**config.mk**
```make
export PLATFORM = sky130hd
export DESIGN_NAME = pmem_arbiter_flat
export DESIGN_NICKNAME = d
export VERILOG_FILES = /design/src/rtl/pmem_arbiter_if.sv /design/src/rtl/pmem_arbiter.sv /design/src/flat_wrapper.sv
export SDC_FILE = /design/constraint.sdc
export NUM_CORES = 1
export LEC_CHECK = 0
export CORE_AREA = 2 2 542 544
export CTS_BUF_LIST = sky130_fd_sc_hd__clkbuf_8 sky130_fd_sc_hd__clkbuf_16
export CTS_CLUSTER_DIAMETER = 200
export DETAILED_ROUTE_END_ITERATION = 10
export DIE_AREA = 0 0 544 546
export DONT_BUFFER_PORTS = 1
export GPL_ROUTABILITY_DRIVEN = 0
export PLACE_DENSITY = 0.3
export SLEW_MARGIN = 20
export SYNTH_ARGS = -nofsm -noshare
export SYNTH_HDL_FRONTEND = slang
export SYNTH_SLANG_ARGS = --single-unit
export TNS_END_PERCENT = 30
```
**constraint.sdc**
```tcl
create_clock -name clk -period 2.3 [get_ports clk]
set_clock_uncertainty 0.1 [all_clocks]
set_input_delay 0.46 -clock clk [delete_from_list [all_inputs] [get_ports clk]]
set_output_delay 0.46 -clock clk [all_outputs]
set_load 0.01 [all_outputs]
```
**src/rtl/pmem_arbiter_if.sv**
```systemverilog
// Cache-side and memory-side signals of the physical-memory arbiter.
// The arbiter takes the slave view; the surrounding caches and memory drive the master view.
interface pmem_arbiter_if #(
  parameter int ADDR_W = 32,
  parameter int LINE_W = 256,
  parameter int CNT_W  = 16
);
  logic              i_read;
  logic [ADDR_W-1:0] i_addr;
  logic [LINE_W-1:0] i_rdata;
  logic              i_resp;
  logic              d_read;
  logic              d_write;
  logic [ADDR_W-1:0] d_addr;
  logic [LINE_W-1:0] d_wdata;
  logic [LINE_W-1:0] d_rdata;
  logic              d_resp;
  logic              pmem_read;
  logic              pmem_write;
  logic [ADDR_W-1:0] pmem_addr;
  logic [LINE_W-1:0] pmem_wdata;
  logic [LINE_W-1:0] pmem_rdata;
  logic              pmem_resp;
  logic              busy;
  logic [CNT_W-1:0]  conflict_cnt;

  modport slave (
    input  i_read, i_addr, d_read, d_write, d_addr, d_wdata, pmem_rdata, pmem_resp,
    output i_rdata, i_resp, d_rdata, d_resp, pmem_read, pmem_write, pmem_addr,
           pmem_wdata, busy, conflict_cnt
  );

  modport master (
    output i_read, i_addr, d_read, d_write, d_addr, d_wdata, pmem_rdata, pmem_resp,
    input  i_rdata, i_resp, d_rdata, d_resp, pmem_read, pmem_write, pmem_addr,
           pmem_wdata, busy, conflict_cnt
  );
endinterface

```
**src/rtl/pmem_arbiter.sv**
```systemverilog
// Round-robin arbiter sharing one cacheline memory port between the I-cache and D-cache,
// with a saturating counter of cycles where both caches contend in IDLE.
module pmem_arbiter #(
  parameter int ADDR_W = 32,
  parameter int LINE_W = 256,
  parameter int CNT_W  = 16
) (
  input logic           clk,
  input logic           rst,
  pmem_arbiter_if.slave bus
);

  localparam logic [1:0] IDLE    = 2'd0;
  localparam logic [1:0] GRANT_I = 2'd1;
  localparam logic [1:0] GRANT_D = 2'd2;

  logic [1:0]        state;
  logic              last_d;
  logic              pmem_read;
  logic              pmem_write;
  logic [ADDR_W-1:0] pmem_addr;
  logic [LINE_W-1:0] pmem_wdata;
  logic [CNT_W-1:0]  conflict_cnt;
  logic              i_req;
  logic              d_req;
  logic              pick_d;

  assign i_req = bus.i_read;
  assign d_req = bus.d_read | bus.d_write;

  // On contention the side that did not win last time goes next.
  always_comb begin
    pick_d = d_req & (~i_req | ~last_d);
  end

  always_ff @(posedge clk or negedge rst) begin
    if (!rst) begin
      state        <= IDLE;
      last_d       <= 1'b0;
      pmem_read    <= 1'b0;
      pmem_write   <= 1'b0;
      pmem_addr    <= '0;
      pmem_wdata   <= '0;
      conflict_cnt <= '0;
    end else begin
      case (state)
        IDLE: begin
          if (i_req && d_req && (conflict_cnt != {CNT_W{1'b1}})) begin
            conflict_cnt <= conflict_cnt + {{(CNT_W-1){1'b0}}, 1'b1};
          end
          if (pick_d) begin
            state     <= GRANT_D;
            last_d    <= 1'b1;
            pmem_addr <= bus.d_addr;
            // A simultaneous read and write request is served as a write.
            if (bus.d_write) begin
              pmem_write <= 1'b1;
              pmem_wdata <= bus.d_wdata;
            end else begin
              pmem_read  <= 1'b1;
            end
          end else if (i_req) begin
            state     <= GRANT_I;
            last_d    <= 1'b0;
            pmem_addr <= bus.i_addr;
            pmem_read <= 1'b1;
          end
        end
        GRANT_I, GRANT_D: begin
          if (bus.pmem_resp) begin
            state      <= IDLE;
            pmem_read  <= 1'b0;
            pmem_write <= 1'b0;
          end
        end
        default: begin
          state      <= IDLE;
          pmem_read  <= 1'b0;
          pmem_write <= 1'b0;
        end
      endcase
    end
  end

  assign bus.pmem_read    = pmem_read;
  assign bus.pmem_write   = pmem_write;
  assign bus.pmem_addr    = pmem_addr;
  assign bus.pmem_wdata   = pmem_wdata;
  assign bus.conflict_cnt = conflict_cnt;
  assign bus.busy         = (state != IDLE);
  assign bus.i_resp       = bus.pmem_resp & (state == GRANT_I);
  assign bus.d_resp       = bus.pmem_resp & (state == GRANT_D);
  assign bus.i_rdata      = bus.pmem_rdata;
  assign bus.d_rdata      = bus.pmem_rdata;

endmodule

```
**src/flat_wrapper.sv**
```systemverilog
// flat-port wrapper written by rule: the top's interface ports become plain ports
module pmem_arbiter_flat 
#(
  parameter int ADDR_W = 32,
  parameter int LINE_W = 256,
  parameter int CNT_W  = 16
)
  (clk, rst, bus_i_read, bus_i_addr, bus_d_read, bus_d_write, bus_d_addr, bus_d_wdata, bus_pmem_rdata, bus_pmem_resp, bus_i_rdata, bus_i_resp, bus_d_rdata, bus_d_resp, bus_pmem_read, bus_pmem_write, bus_pmem_addr, bus_pmem_wdata, bus_busy, bus_conflict_cnt);
  pmem_arbiter_if #(.ADDR_W(ADDR_W), .LINE_W(LINE_W), .CNT_W(CNT_W)) bus_i ();
  input logic clk;
  input logic rst;
  input wire logic [$bits(bus_i.i_read)-1:0] bus_i_read;
  input wire logic [$bits(bus_i.i_addr)-1:0] bus_i_addr;
  input wire logic [$bits(bus_i.d_read)-1:0] bus_d_read;
  input wire logic [$bits(bus_i.d_write)-1:0] bus_d_write;
  input wire logic [$bits(bus_i.d_addr)-1:0] bus_d_addr;
  input wire logic [$bits(bus_i.d_wdata)-1:0] bus_d_wdata;
  input wire logic [$bits(bus_i.pmem_rdata)-1:0] bus_pmem_rdata;
  input wire logic [$bits(bus_i.pmem_resp)-1:0] bus_pmem_resp;
  output wire logic [$bits(bus_i.i_rdata)-1:0] bus_i_rdata;
  output wire logic [$bits(bus_i.i_resp)-1:0] bus_i_resp;
  output wire logic [$bits(bus_i.d_rdata)-1:0] bus_d_rdata;
  output wire logic [$bits(bus_i.d_resp)-1:0] bus_d_resp;
  output wire logic [$bits(bus_i.pmem_read)-1:0] bus_pmem_read;
  output wire logic [$bits(bus_i.pmem_write)-1:0] bus_pmem_write;
  output wire logic [$bits(bus_i.pmem_addr)-1:0] bus_pmem_addr;
  output wire logic [$bits(bus_i.pmem_wdata)-1:0] bus_pmem_wdata;
  output wire logic [$bits(bus_i.busy)-1:0] bus_busy;
  output wire logic [$bits(bus_i.conflict_cnt)-1:0] bus_conflict_cnt;
  assign bus_i.i_read = bus_i_read;
  assign bus_i.i_addr = bus_i_addr;
  assign bus_i.d_read = bus_d_read;
  assign bus_i.d_write = bus_d_write;
  assign bus_i.d_addr = bus_d_addr;
  assign bus_i.d_wdata = bus_d_wdata;
  assign bus_i.pmem_rdata = bus_pmem_rdata;
  assign bus_i.pmem_resp = bus_pmem_resp;
  assign bus_i_rdata = bus_i.i_rdata;
  assign bus_i_resp = bus_i.i_resp;
  assign bus_d_rdata = bus_i.d_rdata;
  assign bus_d_resp = bus_i.d_resp;
  assign bus_pmem_read = bus_i.pmem_read;
  assign bus_pmem_write = bus_i.pmem_write;
  assign bus_pmem_addr = bus_i.pmem_addr;
  assign bus_pmem_wdata = bus_i.pmem_wdata;
  assign bus_busy = bus_i.busy;
  assign bus_conflict_cnt = bus_i.conflict_cnt;
  pmem_arbiter #(.ADDR_W(ADDR_W), .LINE_W(LINE_W), .CNT_W(CNT_W)) u_core (.clk(clk), .rst(rst), .bus(bus_i));
endmodule
```
# Word level (Yosys, flattened, before mapping)
# Index checks and enable logic that the tools add are counted.
[word_totals]
input_bits = 582
word_cells = 51
mem_bits_rw = 0
rom_bits = 0
latchBits = 0
regBits = 309
mem_count = 0
[op_classes]
n_reduce_logical = 12
n_shift = 0
bitwise_logic = 7
n_mux = 16
n_addsub = 1
multipliers = 0
div = 0
order_cmp = 0
n_eq_ne = 8
[op_table]
columns = ["cell", "count"]
rows = [
  ["two-way mux 32 bit", 2],
  ["adder 16 x 1 -> 16 bit (second input constant)", 1],
  ["inequality test 16 bit (second input constant)", 1],
  ["AND reduction 3 bit", 3],
  ["two-way mux 1 bit", 8],
  ["two-way mux 2 bit", 3],
  ["AND reduction 2 bit", 3],
  ["inequality test 2 bit (second input constant)", 2],
  ["case mux 1 bit (2 select lines)", 2],
  ["case mux 2 bit (2 select lines)", 1],
  ["nonzero test 2 bit", 2],
  ["AND 1 bit", 3],
  ["inequality test 3 x 2 -> 1 bit (second input constant)", 1],
  ["inequality test 3 bit (second input constant)", 1],
  ["== test 2 x 1 -> 1 bit (second input constant)", 1],
  ["== test 2 bit (second input constant)", 1],
  ["logical AND 1 bit", 2],
  ["zero test 2 bit", 1],
  ["inequality test 2 x 1 -> 1 bit (second input constant)", 1],
  ["NOT 1 bit", 2],
  ["bitwise OR 1 bit", 2],
  ["OR reduction 2 bit", 1],
]

# Longest topological paths before layout
# Gate-level depths: netlist (run 1).
[logic_depth]
word_depth = 5
mapped_depth = 9
mapped_depth_nobuf = 6

# Worst setup path before layout (run 1)
# No wires, ideal clock.
[synth_path]
path_type = "register -> register"
start = "reg u_core.state[0]"
end = "reg u_core.conflict_cnt[12] (netlist: u_core.bus.conflict_cnt[12])"
path_stages_with_launch = 9
synth_period_minus_slack_ns = 1.877
required_ns = 2.120
setup_slack_ns = 0.423
setup_time_ns = 0.080
path_buffers = 2
t_arrival_ns = 1.698
path_cell_list = "dfrtp_1 inv_1 ha_1 buf_2 o211ai_4 or2_0 buf_2 nor4_1 xor2_1"
[synth_between]
elab_chain_cells = 2
[synth_lines]
columns = ["item", "line", "rtl"]
rows = [
  ["start, declared", "pmem_arbiter.sv:17", "logic [1:0] state;"],
  ["start signal, assigned", "pmem_arbiter.sv:38", "state <= IDLE;"],
  ["start signal, assigned", "pmem_arbiter.sv:52", "state <= GRANT_D;"],
  ["start signal, assigned", "pmem_arbiter.sv:63", "state <= GRANT_I;"],
  ["zero test 2 bit", "pmem_arbiter.sv:46", "case (state)"],
  ["AND reduction 2 bit (no line)", "--", ""],
  ["end signal, assigned", "pmem_arbiter.sv:49", "conflict_cnt <= conflict_cnt + {{(CNT_W-1){1'b0}}, 1'b1};"],
  ["end, declared", "pmem_arbiter.sv:23", "logic [CNT_W-1:0] conflict_cnt;"],
]
# Every way passes these cells.
# A chain may end at the register's enable or synchronous reset.

# Final worst setup path (run 1)
[layout_path]
start = "reg u_core.state[0]"
end = "out bus_busy"
[layout_between]
elab_chain_cells = 1
[layout_lines]
columns = ["item", "line", "rtl"]
rows = [
  ["nonzero test 2 bit", "pmem_arbiter.sv:90", "assign bus.busy = (state != IDLE);"],
  ["end, declared", "flat_wrapper.sv:28", "output wire logic [$bits(bus_i.busy)-1:0] bus_busy;"],
]
# Every way passes these cells.

==> results.sh, run 1 <==
export IMPL_power_frac_comb_pct=20.8
export IMPL_fp_dieArea_mm2=0.297
export IMPL_fin_area_mm2=0.0224
export IMPL_synthXorXnorAreaFrac_pct=0.825
export IMPL_setup_violations=0
export IMPL_clk_pin_slew_ns=0.06
export IMPL_fin_crit_sh_pct=94.0
export IMPL_maxSlewViolCount=0
export IMPL_crit_cells=4
export IMPL_instances_no_fill=5665
export IMPL_fp_dieW_um=544
export IMPL_grt_antenna_before_repair=72
export IMPL_num_vias=12069
export IMPL_cellPowerDensity_mw_per_mm2=1280
export IMPL_place_area_mm2=0.0171
export IMPL_synth_fp_nets=2425
export IMPL_endpoint_kind="primary output"
export IMPL_synth_compound_area_share_pct=1.53
export IMPL_outcome="completed"
export IMPL_ys_ff_latch=309
export IMPL_hp_class="input pin to flip-flop"
export IMPL_worst_slew_pin_slew_ns=0.906
export IMPL_grt_max_degree=310
export IMPL_ys_seq_area_share_pct=48.5
export IMPL_hold_depth=2
export IMPL_muxShareOfSynthArea_pct=2.08
export IMPL_fin_nets=2265
export IMPL_num_rows=199
export IMPL_syn_area_mm2=0.0159
export IMPL_synthAdderAreaFrac_pct=0.314
export IMPL_dr_pass1_iters=8
export IMPL_critical_path_endpoint="bus_busy"
export IMPL_grt_total_usage_pct=9.12
export IMPL_relSlewSlack_pct=39.6
export IMPL_min_period_ns=2.16
export IMPL_drc_errors=0
export IMPL_dp_cells=5212
export IMPL_htree_levels=2
export IMPL_clock_sinks=309
export IMPL_yosysWarnings=0
export IMPL_crit_path_top_delay_cell="dfrtp_1"
export IMPL_slowest_delay_ns=0.40
export IMPL_wl_um=141000
export IMPL_fillers=34043
export IMPL_critical_path_top_delay_family="flip-flops"
export IMPL_reg2regPathDepth=6
export IMPL_worst_path_buf_inv=3
export IMPL_grt_pass1_wl_um=169000
export IMPL_grt_pass1_vias=12687
export IMPL_p_int_mw=15.0
export IMPL_layout_common_cells="nand2_1, dlygate4sd3_1, dfrtp_1"
export IMPL_path_cells="inv_2, ha_4, buf_4, inv_2"
export IMPL_required_ns=1.74
export IMPL_drtIter0Drc=864
export IMPL_grt_ovfl_total=0
export IMPL_path_class="flip-flop to primary output"
export IMPL_syn_inst=1839
export IMPL_clkLatencyLatePin_ns=0.69
export IMPL_die_height_um=546
export IMPL_grt_setup_unrepaired="no"
export IMPL_io_pin_count=1403
export IMPL_syn_avg_cell_area_um2=8.66
export IMPL_fmax_mhz=463
export IMPL_timing_rr_start="u_core.last_d"
export IMPL_final_common_cell="nand2_1"
export IMPL_vias_per_cell=2.13
export IMPL_worstPathArrival_ns=1.60
export IMPL_cp_common_cell="inv_2"
export IMPL_p_seq_share_pct=50.3
export IMPL_pwr_share_clk_pct=28.9
export IMPL_core_area_mm2=0.292
export IMPL_rrSetupSlack_ns=0.18
export IMPL_hold_viol_final=0
export IMPL_clock_root_buffer="clkbuf_16"
export IMPL_netSwitchingFraction_pct=47.8
export IMPL_cts_buffers=49
export IMPL_postRouteAntennaNets=0
export IMPL_r2r_end="u_core.bus.pmem_addr[19]"
export IMPL_ys_types=35
export IMPL_synth_top_family_by_area="buffers and inverters"
export IMPL_area_delta_synth_final_pct=40.5
export IMPL_cp_startpoint="u_core.state[0]"
export IMPL_leakage_nw=9.15
export IMPL_clockBufferDepth=3
export IMPL_setup_tns_final_ns=0
export IMPL_cp_max_fo=6
export IMPL_power_switching_mw=13.7
export IMPL_cts_tree="built"
export IMPL_io_buffers=0
export IMPL_synth_simple_gate_area_share_pct=20.7
export IMPL_crit_path_start_kind="flip-flop"
export IMPL_initial_core_util_pct=5.46
export IMPL_drive_gt1_share_pct=8.14
export IMPL_max_vdd_ir_drop_uv=545
export IMPL_maxCapViolCount=0
export IMPL_wl_per_cell_um=24.9
export IMPL_place_hpwl_um=119000
metal layers:
| metal | vias to the layer above | wire, um | global-route usage (%) |
|---|---|---|---|
| li1 | 4862 | - | - |
| met1 | 5548 | 37500 | 7.09 |
| met2 | 1225 | 54200 | 12.3 |
| met3 | 424 | 41100 | 12.1 |
| met4 | 10 | 7820 | 4.39 |
| met5 | - | 348 | 1.04 |
power groups by stage:
stage / clock network (mW) / logic (mW) / registers (mW)
final: 8.28 / 5.96 / 14.4
after global routing: 8.92 / 6.90 / 15.4
after CTS: 8.78 / 5.94 / 14.8
after detailed placement: 0 / 5.26 / 14.8
after global placement: 0 / 5.16 / 14.9
after floorplan: 0 / 4.38 / 10.4
sequential cells by signal, summed over array words and instances (netlist names):
signal and flops:
u_core.bus.pmem_read 1, u_core.bus.pmem_addr 32, u_core.bus.pmem_write 1, u_core.last_d 1
u_core.state 2, u_core.bus.pmem_wdata 256, u_core.bus.conflict_cnt 16
Yosys cell counts:
cell | count | area share, %
nor4b_1 | 1 | 0.055
nor4_4 | 1 | 0.13
buf_4 | 512 | 24
a211oi_1 | 1 | 0.047
or2_0 | 1 | 0.039
nor3b_1 | 1 | 0.047
or2_2 | 1 | 0.039
o21ai_0 | 34 | 1.1
mux2i_1 | 32 | 2.0
nand2b_1 | 1 | 0.039
xor2_1 | 13 | 0.71
nand4_4 | 1 | 0.13
buf_1 | 10 | 0.24
o21a_1 | 2 | 0.094
xnor2_1 | 2 | 0.11
nand4_1 | 5 | 0.20
inv_1 | 6 | 0.14
ha_1 | 4 | 0.31
clkbuf_1 | 42 | 0.99
nand2_1 | 804 | 19
and4_1 | 1 | 0.055
nor2b_1 | 1 | 0.039
buf_2 | 18 | 0.57
and3_1 | 1 | 0.039
o211ai_4 | 1 | 0.13
a21oi_1 | 3 | 0.094
a31oi_1 | 1 | 0.039
nor4_1 | 8 | 0.31
and2_1 | 2 | 0.079
nor2_1 | 7 | 0.16
nand3_1 | 8 | 0.25
nor3_1 | 3 | 0.094
dfrtp_1 | 309 | 49
a22o_1 | 1 | 0.055
mux2_2 | 1 | 0.071
layout make-up:
cell class                      instances  area, um^2  share of cell area, %
Antenna cell                           27        67.6                  0.302
Clock buffer                           59        1380                   6.14
Clock inverter                         32         330                   1.48
Inverter                                6        22.5                  0.101
Multi-Input combinational cell        942        4090                   18.3
Sequential cell                       309        7730                   34.6
Tap cell                             3919        4900                   21.9
Timing Repair Buffer                  371        3860                   17.2
through the flow:
| stage | worst slack (ns) | hold slack (ns) | utilization (%) | total power [mW] |
|---|---|---|---|---|
| final | 0.139 | 0.0327 | 7.66 | 28.7 |
| after detailed placement | 0.0102 | 0.0751 | 5.87 | 20.1 |
| after CTS | 0.00852 | -0.742 | 7.58 | 29.6 |
| after global routing | 0.0178 | 0.0649 | 7.65 | 31.2 |
| after global placement | 0.0200 | 0.0759 | 5.87 | 20.1 |
| after floorplan | 0.423 | 0.0644 | - | 14.8 |
worst register-to-register path, stage by stage, from the launching register on:
cell	delay (ns)
dfrtp_1	0.38
nand2_1	0.16
o21a_4	0.23
buf_16	0.19
mux2i_1	0.24
dlygate4sd3_1	0.58
o21ai_0	0.09
repair_timing:
item,in CTS,in global routing
resized for setup,5,2
buffers inserted,0,3
pin swaps,0,0
cloned,0,1
hold buffers,326,3
setup endpoints to repair,2,15
hold endpoints to repair,610,197
how the worst min path moves through the flow:
stage | start | endpoint | slack [ns]
2_1_floorplan | rst | u_core.bus.conflict_cnt[0] | 0.06
3_3_place_gp | rst | u_core.bus.pmem_addr[21] | 0.08
3_5_place_dp | rst | u_core.bus.pmem_addr[21] | 0.08
4_1_cts | rst | u_core.bus.pmem_addr[21] | -0.74
5_1_grt | bus_d_wdata[81] | u_core.bus.pmem_wdata[81] | 0.06
6_report | bus_d_wdata[81] | u_core.bus.pmem_wdata[81] | 0.03
cells by family after synthesis:
kind of cell | after synthesis
DFF | 309
muxes | 33
AOI/OAI and AO/OA | 43
adders and majority gates | 4
and+or+nand+nor | 847
buffers and inverters | 588
xor gates and xnor gates | 15
Note: power is estimated with default switching activity, not from simulation.
==> run 2: changes to the inputs <==
--- a/config.mk
+++ b/config.mk
@@ -12,6 +12,7 @@
 export DIE_AREA = 0 0 544 546
 export DONT_BUFFER_PORTS = 1
 export GPL_ROUTABILITY_DRIVEN = 0
+export GPL_TIMING_DRIVEN = 0
 export PLACE_DENSITY = 0.3
 export SLEW_MARGIN = 20
 export SYNTH_ARGS = -nofsm -noshare
==> run 2 against run 1 <==
Largest cell class unchanged. Largest power group unchanged. Fmax down 1.3%. Utilization rose by 1.2 points. The run now ends with hold timing left. Cell count grew 9.8%.
==> results.sh, run 2 (synthesis gave the netlist of run 1 again) <==
export IMPL_outcome="finished with violations"
export IMPL_grt_max_degree=310
export IMPL_dr_wl_met3_um=28000
export IMPL_drive_gt1_share_pct=29.2
export IMPL_power_frac_comb_pct=24.4
export IMPL_grt_ovfl_total=0
export IMPL_critical_path_endpoint="bus_busy"
export IMPL_pwr_share_clk_pct=25.3
export IMPL_fp_dieArea_mm2=0.297
export IMPL_clock_root_buffer="clkbuf_16"
export IMPL_num_rows=199
export IMPL_grt_setup_unrepaired="yes"
export IMPL_clk_pin_slew_ns=0.06
export IMPL_dr_pass1_iters=5
export IMPL_fin_util_pct=8.89
export IMPL_r2r_end="u_core.bus.pmem_addr[11]"
export IMPL_grt_pass1_wl_um=177000
export IMPL_top_register="u_core.bus.pmem_wdata"
export IMPL_netSwitchingFraction_pct=49.2
export IMPL_total_power_mw=29.1
export IMPL_fillers=33882
export IMPL_layout_area_seq_mm2=0.00773
export IMPL_postCtsHoldBufs=323
export IMPL_clock_sinks=309
export IMPL_grt_pass1_vias=14084
export IMPL_route_met2_wl_um=61000
export IMPL_fmax_mhz=457
export IMPL_wl_met1_um=53600
export IMPL_crit_path_start_kind="flip-flop"
export IMPL_initial_core_util_pct=5.46
export IMPL_p_seq_share_pct=50.3
export IMPL_fin_crit_sh_pct=95.2
export IMPL_fin_nets=2802
export IMPL_num_vias=14641
export IMPL_io_buffers=0
export IMPL_min_period_ns=2.19
export IMPL_htree_levels=2
export IMPL_grt_antenna_before_repair=93
export IMPL_grt_total_usage_pct=9.49
export IMPL_setup_violations=0
export IMPL_postRouteAntennaNets=0
export IMPL_route_top_layer_used="met5"
export IMPL_largest_reg_flops=256
export IMPL_drc_errors=0
export IMPL_wl_um=148000
export IMPL_worst_slew_pin_slew_ns=1.14
export IMPL_io_pin_count=1403
export IMPL_area_delta_synth_final_pct=63.0
export IMPL_violations="hold timing"
export IMPL_max_vdd_ir_drop_uv=585
export IMPL_clockBufferDepth=3
export IMPL_leakage_nw=11.5
export IMPL_place_hpwl_um=129000
export IMPL_vias_per_cell=2.35
export IMPL_drtIter0Drc=991
export IMPL_worstPathArrival_ns=1.63
export IMPL_rrSetupSlack_ns=0.12
export IMPL_final_common_cell="nand2_1"
export IMPL_maxSlewViolCount=0
export IMPL_layout_common_cells="nand2_1, buf_4, dlygate4sd3_1"
export IMPL_required_ns=1.74
export IMPL_core_area_mm2=0.292
export IMPL_cp_startpoint="u_core.state[0]"
export IMPL_clkLatencyLatePin_ns=0.67
export IMPL_p_int_mw=14.8
export IMPL_fp_dieW_um=544
export IMPL_cellPowerDensity_mw_per_mm2=1120
export IMPL_cp_max_fo=9
export IMPL_hold_viol_final=309
export IMPL_cts_tree="built"
export IMPL_power_switching_mw=14.3
export IMPL_timing_rr_start="u_core.state[0]"
export IMPL_endpoint_kind="primary output"
export IMPL_reg2regPathDepth=6
export IMPL_hp_class="input pin to asynchronous set/reset pin"
export IMPL_cts_buffers=46
export IMPL_maxCapViolCount=0
export IMPL_path_class="flip-flop to primary output"
export IMPL_multi_input_area_mm2=0.00407
export IMPL_relSlewSlack_pct=24.3
export IMPL_die_height_um=546
export IMPL_holdWs_ns=-0.619
export IMPL_biggestRegsByFlops="u_core.bus.pmem_wdata: 256 flops, u_core.bus.pmem_addr: 32 flops, u_core.bus.conflict_cnt: 16 flops"
export IMPL_wl_per_cell_um=23.8
[run 2: changes by cell type in the layout (fill, tap and decap cells not counted), moves of 9 or more]
cell,previous run,this run
clkbuf_1,0,13
clkbuf_2,0,21
buf_2,0,15
buf_12,11,2
clkbuf_4,0,10
diode_2,27,45
buf_4,27,518
[run 2: metrics by stage]
stage / instances / setup WS [ns] / area [um^2] / hold WS (ns) / setup TNS [ns]
final: 6218 / 0.110 / 26000 / -0.619 / 0
after global routing: 6191 / -0.0439 / 25900 / -0.709 / -0.571
after CTS: 6173 / 0.0149 / 25800 / -0.735 / 0
after detailed placement: 5761 / -0.815 / 20900 / 0.0754 / -136.20
after global placement: 5758 / -2.75 / 20800 / 0.0756 / -330.47
after floorplan: 1839 / 0.423 / 15900 / 0.0644 / 0
[run 2: area by class of cell]
cell class	count	share of cell area, %
clock inverter	30	0.824
multi-input combinational	942	15.7
antenna	45	0.434
buffer	581	16.4
inverter	6	0.0867
sequential	309	29.8
clock buffer	56	5.01
timing repair buffer	330	12.9
tap	3919	18.9
[run 2: worst min-delay path by stage]
stage / slack (ns) / depth (start not counted) / from / end
finish: -0.62 / 0 / rst / u_core.bus.pmem_addr[22]
global route: -0.71 / 0 / rst / u_core.bus.pmem_addr[21]
CTS: -0.74 / 0 / rst / u_core.bus.pmem_addr[19]
detailed placement: 0.08 / 0 / rst / u_core.bus.pmem_addr[21]
global placement: 0.08 / 0 / rst / u_core.bus.pmem_addr[21]
floorplan: 0.06 / 0 / rst / u_core.bus.conflict_cnt[0]
[run 2: timing repair]
action	CTS	global route
resized for setup	33	44
setup endpoints to repair	272	173
endpoints found under the hold margin	601	309
setup buffers	4	0
[run 2: power groups by stage]
stage / combinational, mW / clock (mW) / sequential, mW
3_3_place_gp: 6.30 / 0 / 15.3
4_1_cts: 7.21 / 7.73 / 15.2
2_1_floorplan: 4.38 / 0 / 10.4
5_1_grt: 8.03 / 7.85 / 15.5
6_report: 7.11 / 7.34 / 14.6
3_5_place_dp: 6.42 / 0 / 15.2
[run 2: critical path, cell delays in order, from the launching register on]
cell,delay [ns]
dfrtp_1,0.37
inv_1,0.07
ha_1,0.19
buf_4,0.18
inv_1,0.15
[run 2: per-layer routing]
layer / vias up / global-route usage (%)
met5: - / 0.617
met4: 38 / 3.07
met3: 204 / 7.86
met2: 1391 / 13.7
met1: 7039 / 10.2
li1: 5969 / -
